File: src/rtl/eth_header_capture.sv
// ============================================================================
// Module   : eth_header_capture
// Purpose  : Captures the leading L2_HEADER_MAX_BYTES bytes of each frame from
//            a byte-wide AXI-Stream-like ingress. It presents the captured
//            bytes and the raw EtherType, reports runt frames, and reports the
//            length of each completed frame.
// Revision : 1.0 - initial release
//
// Parameters
//   L2_HEADER_MAX_BYTES  number of leading frame bytes captured (>= 14 so
//                        that bytes 12/13, the EtherType, are inside the window)
//
// Ports
//   clk            in   rising-edge clock
//   rst_n          in   asynchronous active-low reset
//   s_tvalid       in   ingress byte valid
//   s_tready       out  ingress ready (low in LAST/GAP and while in reset)
//   s_tdata[7:0]   in   ingress byte, wire order
//   s_tlast        in   last byte of frame
//   header_bytes   out  captured bytes, byte i at [8i+7:8i]
//   ethertype_raw  out  {byte12, byte13}
//   fields_valid   out  header_bytes/ethertype_raw complete and stable
//   runt_err       out  1-cycle pulse: frame ended inside the header window
//   frame_len      out  byte count of the last completed frame (saturating)
//   len_valid      out  1-cycle pulse when frame_len updates
//   frame_count    out  (ETH_HEADER_CAPTURE_STATS_EN only) frames completed
//   runt_count     out  (ETH_HEADER_CAPTURE_STATS_EN only) runt frames seen
//
// Build option
//   ETH_HEADER_CAPTURE_STATS_EN  adds the wrapping frame/runt counters above.
// ============================================================================
`default_nettype none

package eth_header_capture_pkg;
  typedef logic [15:0] ethertype_t;
endpackage

module eth_header_capture
  import eth_header_capture_pkg::*;
#(
  parameter int L2_HEADER_MAX_BYTES = 18
) (
  input  logic                             clk,
  input  logic                             rst_n,
  input  logic                             s_tvalid,
  output logic                             s_tready,
  input  logic [7:0]                       s_tdata,
  input  logic                             s_tlast,
  output logic [L2_HEADER_MAX_BYTES*8-1:0] header_bytes,
  output ethertype_t                       ethertype_raw,
  output logic                             fields_valid,
  output logic                             runt_err,
  output logic [15:0]                      frame_len,
  output logic                             len_valid
`ifdef ETH_HEADER_CAPTURE_STATS_EN
  ,
  output logic [15:0]                      frame_count,
  output logic [15:0]                      runt_count
`endif
);

  localparam logic [15:0] LAST_IDX = 16'(L2_HEADER_MAX_BYTES - 1);

  typedef enum logic [2:0] {
    IDLE = 3'd0,
    HDR  = 3'd1,
    BODY = 3'd2,
    LAST = 3'd3,
    GAP  = 3'd4
  } state_t;

  state_t      state;
  state_t      state_nxt;
  logic [15:0] cnt;        // accepted bytes so far == index of next byte
  logic [15:0] cnt_nxt;
  logic        accept;
  logic        runt;
  logic        enter_gap;

  // --------------------------------------------------------------------------
  // State register
  // --------------------------------------------------------------------------
  always_ff @(posedge clk or negedge rst_n) begin
    if (!rst_n) begin
      state <= IDLE;
    end else begin
      state <= state_nxt;
    end
  end

  // --------------------------------------------------------------------------
  // Next state and state-decoded outputs
  // --------------------------------------------------------------------------
  always_comb begin
    state_nxt    = state;
    s_tready     = 1'b0;
    fields_valid = 1'b0;
    accept       = 1'b0;
    runt         = 1'b0;
    cnt_nxt      = cnt;

    case (state)
      IDLE, HDR: begin
        s_tready = rst_n;
        accept   = s_tvalid && rst_n;
        // cnt is 0 in IDLE, so the same index test serves both states.
        if (accept) begin
          if (cnt < LAST_IDX) begin
            state_nxt = s_tlast ? GAP : HDR;
            runt      = s_tlast;
          end else begin
            state_nxt = s_tlast ? LAST : BODY;
          end
        end
      end
      BODY: begin
        s_tready     = rst_n;
        accept       = s_tvalid && rst_n;
        fields_valid = 1'b1;
        if (accept && s_tlast) begin
          state_nxt = GAP;
        end
      end
      LAST: begin
        fields_valid = 1'b1;
        state_nxt    = GAP;
      end
      GAP: begin
        state_nxt = IDLE;
      end
      default: begin
        state_nxt = IDLE;
      end
    endcase

    if (state == GAP) begin
      cnt_nxt = 16'd0;
    end else if (accept && (cnt != 16'hFFFF)) begin
      cnt_nxt = cnt + 16'd1;
    end
  end

  // frame_len/len_valid follow the transition into GAP, whichever state
  // (HDR runt, BODY tlast, LAST) it comes from.
  assign enter_gap = (state_nxt == GAP) && (state != GAP);

  // --------------------------------------------------------------------------
  // Byte counter, frame length, pulses
  // --------------------------------------------------------------------------
  always_ff @(posedge clk or negedge rst_n) begin
    if (!rst_n) begin
      cnt       <= 16'd0;
      frame_len <= 16'd0;
      len_valid <= 1'b0;
      runt_err  <= 1'b0;
    end else begin
      cnt       <= cnt_nxt;
      len_valid <= enter_gap;
      runt_err  <= runt;
      if (enter_gap) begin
        frame_len <= cnt_nxt;
      end
    end
  end

  // --------------------------------------------------------------------------
  // Header capture: no clearing at frame start, so a runt only overwrites the
  // bytes it actually carried.
  // --------------------------------------------------------------------------
  always_ff @(posedge clk or negedge rst_n) begin
    if (!rst_n) begin
      header_bytes <= '0;
    end else begin
      for (int i = 0; i < L2_HEADER_MAX_BYTES; i++) begin
        if (accept && (cnt == 16'(i))) begin
          header_bytes[8*i +: 8] <= s_tdata;
        end
      end
    end
  end

  assign ethertype_raw = {header_bytes[103:96], header_bytes[111:104]};

`ifdef ETH_HEADER_CAPTURE_STATS_EN
  // --------------------------------------------------------------------------
  // Statistics counters (wrapping)
  // --------------------------------------------------------------------------
  always_ff @(posedge clk or negedge rst_n) begin
    if (!rst_n) begin
      frame_count <= 16'd0;
      runt_count  <= 16'd0;
    end else begin
      if (enter_gap) begin
        frame_count <= frame_count + 16'd1;
      end
      if (runt) begin
        runt_count <= runt_count + 16'd1;
      end
    end
  end
`endif

endmodule

`default_nettype wire

File: config.mk
export PLATFORM = sky130hd
export DESIGN_NAME = eth_header_capture
export DESIGN_NICKNAME = d
export VERILOG_FILES = /design/src/rtl/eth_header_capture.sv
export SDC_FILE = /design/constraint.sdc
export NUM_CORES = 1
export LEC_CHECK = 0
export CORE_ASPECT_RATIO = 1.5
export CORE_MARGIN = 4
export CORE_UTILIZATION = 53
export CTS_CLUSTER_DIAMETER = 200
export DETAILED_ROUTE_END_ITERATION = 10
export MAX_ROUTING_LAYER = met4
export PLACE_DENSITY = 0.86
export SYNTH_ARGS = -nofsm -noshare
export SYNTH_HDL_FRONTEND = slang
export SYNTH_SLANG_ARGS = --single-unit
File: constraint.sdc
create_clock -name clk -period 8.8 [get_ports clk]
set_input_delay 1.32 -clock clk [delete_from_list [all_inputs] [get_ports clk]]
set_output_delay 1.32 -clock clk [all_outputs]
set_load 0.1 [all_outputs]
==> metrics, run 1 <==
CTS max path bufs 2; Ports 192; Synth cell types 43; Worst Clk Skew 0.0117 ns; number of fill cells 906; Die ar. 0.0161 sq mm; min cycle time layout 4.73 ns; sequential fraction of the synthesis area 0.604; final WL 18.7 mm; RSZ-0062 raised after global routing no; CP Class input port to output port; CP arrival 3.41 ns; part of the cycle the worst path needs 0.537; crit end category output port; Slew HR 0.297; number of flops mapped to enable cells by yosys 0; 1st-iter DRT viols 205; layout cell share with drive strength beyond 1 0.289; DR WL/cell 21.2 um; I/O Buffers 191; Compound-Gate Fraction of Synth Area 0.0255; HP Class flip-flop to flip-flop; #FFs+latches synth 181; Max Clock Freq 212 MHz; largest family of logic cells by synthesized area multiplexers; Post-DRT Antenna Nets 0; Clock transition at path regs 0.07 ns; Row Count 53; dominant cells by area after synthesis dfrtp_1 60%, mux2_2 22%, nor2_4 2.4%, buf_4 1.6%, nand2_1 1.2%; setup TNS 0 ns; Die Wd 105 um; CTS buffer count 17; core area 0.0139 sq mm; Final Max Tran Viols 0; Antenna Diode Count 0; drt drc 0; leading area contributor after synthesis dfrtp_1; Seq. cell area 0.00453 sq mm; root buffer cell clkbuf_16; GP Congestion 0.858; setup bufs post-CTS 0; total of max-cap violations 0; Worst EP required 7.48 ns; measured slew at the worst slew-check pin 1.05 ns; area share of fa/ha/maj cells after synthesis 0.0100; Min Hold Slack 0.483 ns; CTS-repair resized insts 0; Synth top area share 0.604; Post-Syn Area 0.00749 sq mm; count of yosys warnings during synthesis 0; All-Layer GR Usage 0.247; Starting Density 0.538; vias in the first global route 5,395; Primary FF master, synth dfrtp_1; Worst Path Max Fanout 122; H-tree levels 4; status finished clean; syn_nets 543; area of the multi-input gates 0.00275 sq mm; # nets final 722; crit start category input port; CTS tree done; post-synthesis cell count 525; Hold Vio Cnt, Final 0; simple-gate share of the synthesized area 0.0908; vias 4,931; Vias per Instance 5.59; average size of a mapped cell 14.3 sq um; total gr overflow 0; xor-xnor portion of the synthesized cell area 0.00818; P&R area growth vs syn 33.7%; first-pass GRT wire length 30.0 mm; initial antenna violation count 0; largest net degree at the start of global routing 123; Num Clock Sinks 181; post-synthesis mux area share 0.232; cts hold-fix bufs 0; DRT Pass-1 Iters 4; clock latency on the worst-skew pair 0.43 ns; HPWL after DPL 13.2 mm; Synth async-reset ratio 1.00; die height 154 um; Final setup viols 0
## worst max-delay path: stages
cell and delay, ns:
buf_6 0.71, and2_1 0.23, clkdlybuf4s50_1 1.13
## layout by cell type (no fill, tap or decap), types with 2 or more instances in the layout
cell	Yosys	layout
or4_1	3	3
a311oi_1	2	2
mux2i_1	5	5
a31oi_1	2	2
a21oi_1	2	2
dfrtp_1	181	181
mux2_2	146	146
nand2_4	4	4
and3_1	2	2
and4_1	2	2
nor3_1	5	5
nand3b_1	2	2
clkbuf_16	0	17
nand4_1	7	7
clkinv_4	0	3
xor2_1	6	6
clkdlybuf4s50_1	0	190
ha_1	6	6
nand2_1	24	24
nor4_1	3	3
inv_1	8	8
o31ai_1	5	5
nand3_1	9	9
inv_8	0	2
nor2_4	16	16
or3_1	3	3
inv_6	0	5
clkinvlp_4	0	2
buf_4	16	2
and2_1	3	3
a211oi_1	2	2
nor2_1	17	17
o21ai_0	9	9
mux2_1	4	4
## layer usage
metal,track usage,share of wire,vias up
li1,-,-,2190
met1,0.284,0.38,2522
met2,0.422,0.53,182
met3,0.0479,0.052,37
met4,0.107,0.033,0
met5,-,0,-
## area by class of cell
| type | count | area share |
|---|---|---|
| sequential | 181 | 0.452 |
| multi-input combinational | 302 | 0.274 |
| timing repair buffer | 193 | 0.192 |
| clock buffer | 18 | 0.0428 |
| tap | 165 | 0.0206 |
| clock inverter | 14 | 0.0142 |
| inverter | 9 | 0.00337 |
## synthesized netlist by cell type, types with 2 or more instances
cell type,count
dfrtp_1,181
mux2_2,146
nand2_1,24
clkbuf_1,17
nor2_1,17
buf_4,16
nor2_4,16
nand3_1,9
o21ai_0,9
inv_1,8
nand4_1,7
ha_1,6
xor2_1,6
mux2i_1,5
nor3_1,5
o31ai_1,5
mux2_1,4
nand2_4,4
and2_1,3
nor4_1,3
or3_1,3
or4_1,3
a211oi_1,2
a21oi_1,2
a311oi_1,2
a31oi_1,2
and3_1,2
and4_1,2
nand3b_1,2
## final timing paths
kind                                            from                            end  slack, ns  cells past startpoint
setup / recovery                               rst_n                       s_tready       4.07                      3
hold / removal             frame_len[10]$_DFFE_PN0P_      frame_len[10]$_DFFE_PN0P_       0.48                      2
setup reg to reg                    cnt[0]$_DFF_PN0_       frame_len[3]$_DFFE_PN0P_       5.15                     11
hold reg to reg            frame_len[10]$_DFFE_PN0P_      frame_len[10]$_DFFE_PN0P_       0.48                      2
max in group asynchronous                      rst_n  header_bytes[131]$_DFFE_PN0P_       6.26                      2
min in group asynchronous                      rst_n      frame_len[13]$_DFFE_PN0P_       1.02                      1
## per-stage QoR
stage / instance area [sq um] / cells / setup slack [ns] / util
after global placement: 9450 / 850 / 3.99 / 0.678
after global routing: 10000 / 882 / 3.84 / 0.719
after CTS: 10000 / 882 / 3.98 / 0.719
final: 10000 / 882 / 4.07 / 0.719
after detailed placement: 9450 / 850 / 3.98 / 0.678
after floorplan: 7490 / 525 / 5.17 / -
## flip-flops by register name, summed over array words and instances (netlist names)
name and flops:
header_bytes 144, cnt 16, frame_len 16, state 3
len_valid 1, runt_err 1
## cell families after synthesis
logic type / Yosys count
XOR/XNOR: 7
adder cells (fa/ha/maj): 6
AO/OA/AOI/OAI: 28
multiplexers: 155
flip-flops: 181
buffers and inverters: 42
AND/OR/NAND/NOR: 106
Power of run 1 is not shown: default switching activity piles up to over one toggle a cycle in this logic, so the estimate is an artifact.
==> run 2, diff against run 1 <==
Settings changed: CORE_UTILIZATION 53 to 49, PLACE_DENSITY 0.86 to 0.8.
Clock period 8.8 ns to 4.35 ns, I/O delays scaled along.
==> metrics, run 2 (synthesis results as in run 1) <==
setup TNS 0 ns (unchanged); Ports 192 (unchanged); Worst Path Max Fanout 21 (-83%); All-Layer GR Usage 0.234 (-0.0132); # nets final 723 (+0.14%); CTS-repair resized insts 0 (unchanged); CP Class flip-flop to flip-flop; Vias per Instance 5.41 (-3.3%); Starting Density 0.497 (-0.0409); DRT Pass-1 Iters 7 (+3); Num Clock Sinks 181 (unchanged); GP Congestion 0.821 (-4.3%); first-pass GRT wire length 29.8 mm (-0.62%); CP max stage delay 0.55 ns (-0.58 ns); clock latency on the worst-skew pair 0.42 ns (about the same); Largest Register header_bytes; worst reg2reg endpoint frame_len[4]$_DFFE_PN0P_; I/O Buffers 191 (unchanged); DP Area 0.00949 sq mm (+0.50%); cts hold-fix bufs 0 (unchanged); largest net degree at the start of global routing 77 (-37%); part of the cycle the worst path needs 0.801; HPWL after DPL 14.0 mm (+5.7%); status finished clean; die height 159 um (+3.8%); root buffer cell clkbuf_16; H-tree levels 4 (unchanged); Worst Setup SP cnt[0]$_DFF_PN0_; layout cell share with drive strength beyond 1 0.290 (+0.000991); setup bufs post-CTS 0 (unchanged); Critical Path, Cell by Cell inv_1 > ha_1 > or3b_2 > a2111oi_2 > ha_1 > a31oi_1 > a311oi_1 > o211ai_1 > buf_4 > clkinv_1 > mux2_2; biggest registers after layout header_bytes x144, cnt x16, frame_len x16; 1st-iter DRT viols 209 (+2.0%); setup slack, reg-to-reg 0.87 ns (-4.28 ns); CTS max path bufs 2 (unchanged); final WL 19.2 mm (+2.9%); CTS tree done; P&R area growth vs syn 34.9%; Hold Vio Cnt, Final 0 (unchanged); total of max-cap violations 0 (unchanged); critical path's slowest cell a2111oi_2; most frequent cells in the layout 189 x clkdlybuf4s50_1, 181 x dfrtp_1, 146 x mux2_2; Die ar. 0.0174 sq mm (+7.6%); core area 0.0151 sq mm (+8.2%); most common cell after layout, fill and taps aside clkdlybuf4s50_1; vias in the first global route 5,233 (-3.0%); Worst EP required 4.65 ns (-2.83 ns); Post-DRT Antenna Nets 0 (unchanged); Worst R2R Path Depth 11 (unchanged); Clock transition at path regs 0.07 ns (about the same); crit end category flip-flop; Row Count 55 (+3.8%); RSZ-0062 raised after global routing no; Max Clock Freq 287 MHz; CTS buffer count 17 (unchanged); measured slew at the worst slew-check pin 1.06 ns (+0.00142 ns); initial antenna violation count 0 (unchanged); min cycle time layout 3.48 ns; Min Hold Slack 0.177 ns (-0.306 ns); Slew HR 0.294 (-0.00315); max FFs per register 144 (unchanged); total gr overflow 0 (unchanged); most used cell, CP ha_1; vias 4,957 (+0.53%); DR WL/cell 21.0 um (-1.1%); drt drc 0 (unchanged); CP endpoint frame_len[4]$_DFFE_PN0P_; Final setup viols 0 (unchanged); cell area after layout 0.0101 sq mm (+0.91%); Die Wd 109 um (+3.7%); Reg-to-Reg Start cnt[0]$_DFF_PN0_; HP Class input port to asynchronous set/reset pin; Final Max Tran Viols 0 (unchanged); Worst Clk Skew 0.0117 ns (+0.00000600 ns); crit start category flip-flop; CP arrival 3.78 ns (+0.37 ns); Antenna Diode Count 0 (unchanged)
==> run 2: changes by cell type in the layout (fill, tap and decap cells not counted) <==
cell,change
buf_4,+2
bufinv_16,+2
clkdlybuf4s50_1,-1
clkbuf_1,+1
clkbuf_8,+1
clkinv_4,-1
inv_6,-2
clkinvlp_4,-1
==> run 2: how the worst min path moves through the flow <==
stage,from,to
6_report,rst_n,header_bytes[109]$_DFFE_PN0P_
3_5_place_dp,frame_len[1]$_DFFE_PN0P_,frame_len[1]$_DFFE_PN0P_
4_1_cts,rst_n,header_bytes[97]$_DFFE_PN0P_
2_1_floorplan,rst_n,cnt[0]$_DFF_PN0_
3_3_place_gp,frame_len[10]$_DFFE_PN0P_,frame_len[10]$_DFFE_PN0P_
5_1_grt,rst_n,header_bytes[109]$_DFFE_PN0P_
==> run 2: stage by stage <==
| stage | worst slack [ns] | cells | util |
|---|---|---|---|
| floorplan | 1.42 | 525 | - |
| global placement | 1.09 | 885 | 0.630 |
| detailed placement | 0.867 | 885 | 0.630 |
| CTS | 0.854 | 917 | 0.671 |
| global route | 0.709 | 917 | 0.671 |
| finish | 0.866 | 917 | 0.671 |
==> run 2: cell type report <==
cell class              count  area, sq um
multi-input cells         302         2750
clock inverters            12          169
fillers                  1057         4960
repair buffers            194         1930
clock buffers              20          447
well taps                 199          249
inverters                   9         33.8
flip-flops and latches    181         4530
==> run 2: metal layers <==
metal	track usage	wire length, um
met1	0.260	7140
met2	0.417	10900
met3	0.0357	672
met4	0.0850	553
met5	-	0
==> run 2: worst max-delay path: cells and delay by family (launching register included) <==
family	cells	cell delay (ns)
AOI/OAI and AO/OA	4	1.16
adders and majority gates	2	0.43
buffers and inverters	3	0.53
DFF	1	0.44
muxes	1	0.35
and+or+nand+nor	1	0.45
Power of run 2 is left out for the same reason.
==> edit: new RTL, settings of run 2 <==
Register the output `runt_err` once more; this adds one clock of latency there. The other outputs are not delayed to match. Comments in the files are not updated.
--- a/src/rtl/eth_header_capture.sv
+++ b/src/rtl/eth_header_capture.sv
@@ -70,4 +70,6 @@
   } state_t;
 
+  logic runt_err_s0;
+
   state_t      state;
   state_t      state_nxt;
@@ -153,9 +155,9 @@
       frame_len <= 16'd0;
       len_valid <= 1'b0;
-      runt_err  <= 1'b0;
+      runt_err_s0 <= 1'b0;
     end else begin
       cnt       <= cnt_nxt;
       len_valid <= enter_gap;
-      runt_err  <= runt;
+      runt_err_s0 <= runt;
       if (enter_gap) begin
         frame_len <= cnt_nxt;
@@ -201,4 +203,8 @@
 `endif
 
+  always_ff @(posedge clk) begin
+    runt_err <= runt_err_s0;
+  end
+
 endmodule
 
Formal check against the unedited RTL: not equivalent (Yosys sat finds a counterexample within 4 cycles, from zero or initial values and one cycle with rst_n low).
==> edit against run 2 <==
  * Sequential cell count is 1 higher
  * Worst setup slack got worse by 3.4 ps
  * Area after synthesis up 0.27%
  * Wire length is 0.71% lower
  * Critical endpoint is now frame_len[2]$_DFFE_PN0P_
  * Highest routed layer unchanged
  * Cell area shrank 0.16%
  * Via count is 0.32% lower
  * Critical path depth unchanged
Power is not shown: default switching activity piles up to over one toggle a cycle in this logic, so the estimate is an artifact.
==> edit: results <==
set metrics [dict create \
    status "finished clean" \
    grt_max_degree 80 \
    gp_congestion 0.863 \
    finalHoldViolCount 0 \
    hp-class "in2async" \
    ff2ff_setup_slack_ps 860 \
    antennaDiodeCount 0 \
    critPathMaxFanout 21 \
    reg_top3 "header_bytes x144, cnt x16, frame_len x16" \
    ys_async_sr_fraction 0.995 \
    synth_cell_types 44 \
    ys_warn_count 0 \
    synth_area_leaders "dfrtp_1 60%, mux2_2 22%, nor2_4 2.4%" \
    cts_buffers 17 \
    ctsResizeCount 0 \
    tightest_slew_ps 1040 \
    synth_nets 544 \
    nNetsFinal 724 \
    layout-drive-gt1-share 0.292 \
    grt_pass1_vias 5349 \
    slew_viol_final 0 \
    postCtsSetupRepairBufs 0 \
    cts_max_path_buffers 2 \
    h-tree-depth 4 \
    dp_slack_ps 916 \
    clk_latency_ps 420 \
    vias 4941 \
    wire_per_inst_um 20.8 \
    cts.clk_slew.worst_paths_ps 70 \
    remaining_drc_errors 0 \
    antenna_found_initial 0 \
    first_pass_iters 4 \
    ys_seq_area_frac 0.605 \
    min_period_ps 3490 \
    fillCellCount 1075 \
    arrival_ps 3790 \
    fin_worst_skew_ps 11.3 \
    drt_iter0_markers 268 \
    grtUsageTotal 0.238 \
    root_buffer "clkbuf_16" \
    grt_first_pass_wirelength_mm 30.8 \
    dpl.hpwl_mm 13.8 \
    io_buffers 191 \
]
edit: worst paths after layout:
| kind | start | cells after the start | to |
|---|---|---|---|
| max reg2reg | cnt[0]$_DFF_PN0_ | 11 | frame_len[2]$_DFFE_PN0P_ |
| min | rst_n | 1 | frame_len[11]$_DFFE_PN0P_ |
| min reg2reg | runt_err_s0$_DFF_PN0_ | 0 | runt_err$_DFF_P_ |
| min in group clk | runt_err_s0$_DFF_PN0_ | 0 | runt_err$_DFF_P_ |
| max in group asynchronous | rst_n | 2 | header_bytes[30]$_DFFE_PN0P_ |
| max | cnt[0]$_DFF_PN0_ | 11 | frame_len[2]$_DFFE_PN0P_ |
edit: area by class of cell:
| type | instances | area [sq um] | area share |
|---|---|---|---|
| flip-flops and latches | 182 | 4550 | 0.451 |
| multi-input cells | 302 | 2750 | 0.272 |
| repair buffers | 194 | 1930 | 0.192 |
| clock buffers | 17 | 425 | 0.0422 |
| well taps | 199 | 249 | 0.0247 |
| clock inverters | 15 | 154 | 0.0152 |
| inverters | 9 | 33.8 | 0.00335 |
edit: cell families (layout without fill, tap and decap cells):
group	after synthesis	after routing	share of synthesized area
flops	182	182	0.605
buf+inv	42	235	0.0290
fa+ha+maj	6	6	0.00999
compound gates	28	28	0.0255
mux	155	155	0.231
xor+xnor	7	7	0.00816
simple gates	106	106	0.0906
edit: routing by layer:
layer  GRT usage  wire length [um]  part of all wire
met1       0.280              7360              0.39
met2       0.407             10600              0.55
met4      0.0873               503             0.026
met5           -                 0                 0
met3      0.0380               666             0.035
edit: per-stage QoR:
step                instances  instance area (sq um)   util  hold WS, ps
floorplan                 526                   7510      -          324
global placement          886                   9510  0.631          325
detailed placement        886                   9510  0.631          337
CTS                       918                  10100  0.670          173
global route              918                  10100  0.670          199
finish                    918                  10100  0.670          160
edit: critical path, cell delays in order, from the launching register on:
cell and delay, ps:
dfrtp_1 440, inv_1 140, ha_1 150, or3b_2 470
a2111oi_2 500, ha_1 250, a31oi_1 90, a311oi_1 430
o211ai_1 160, buf_4 230, clkinv_1 170, mux2_2 360
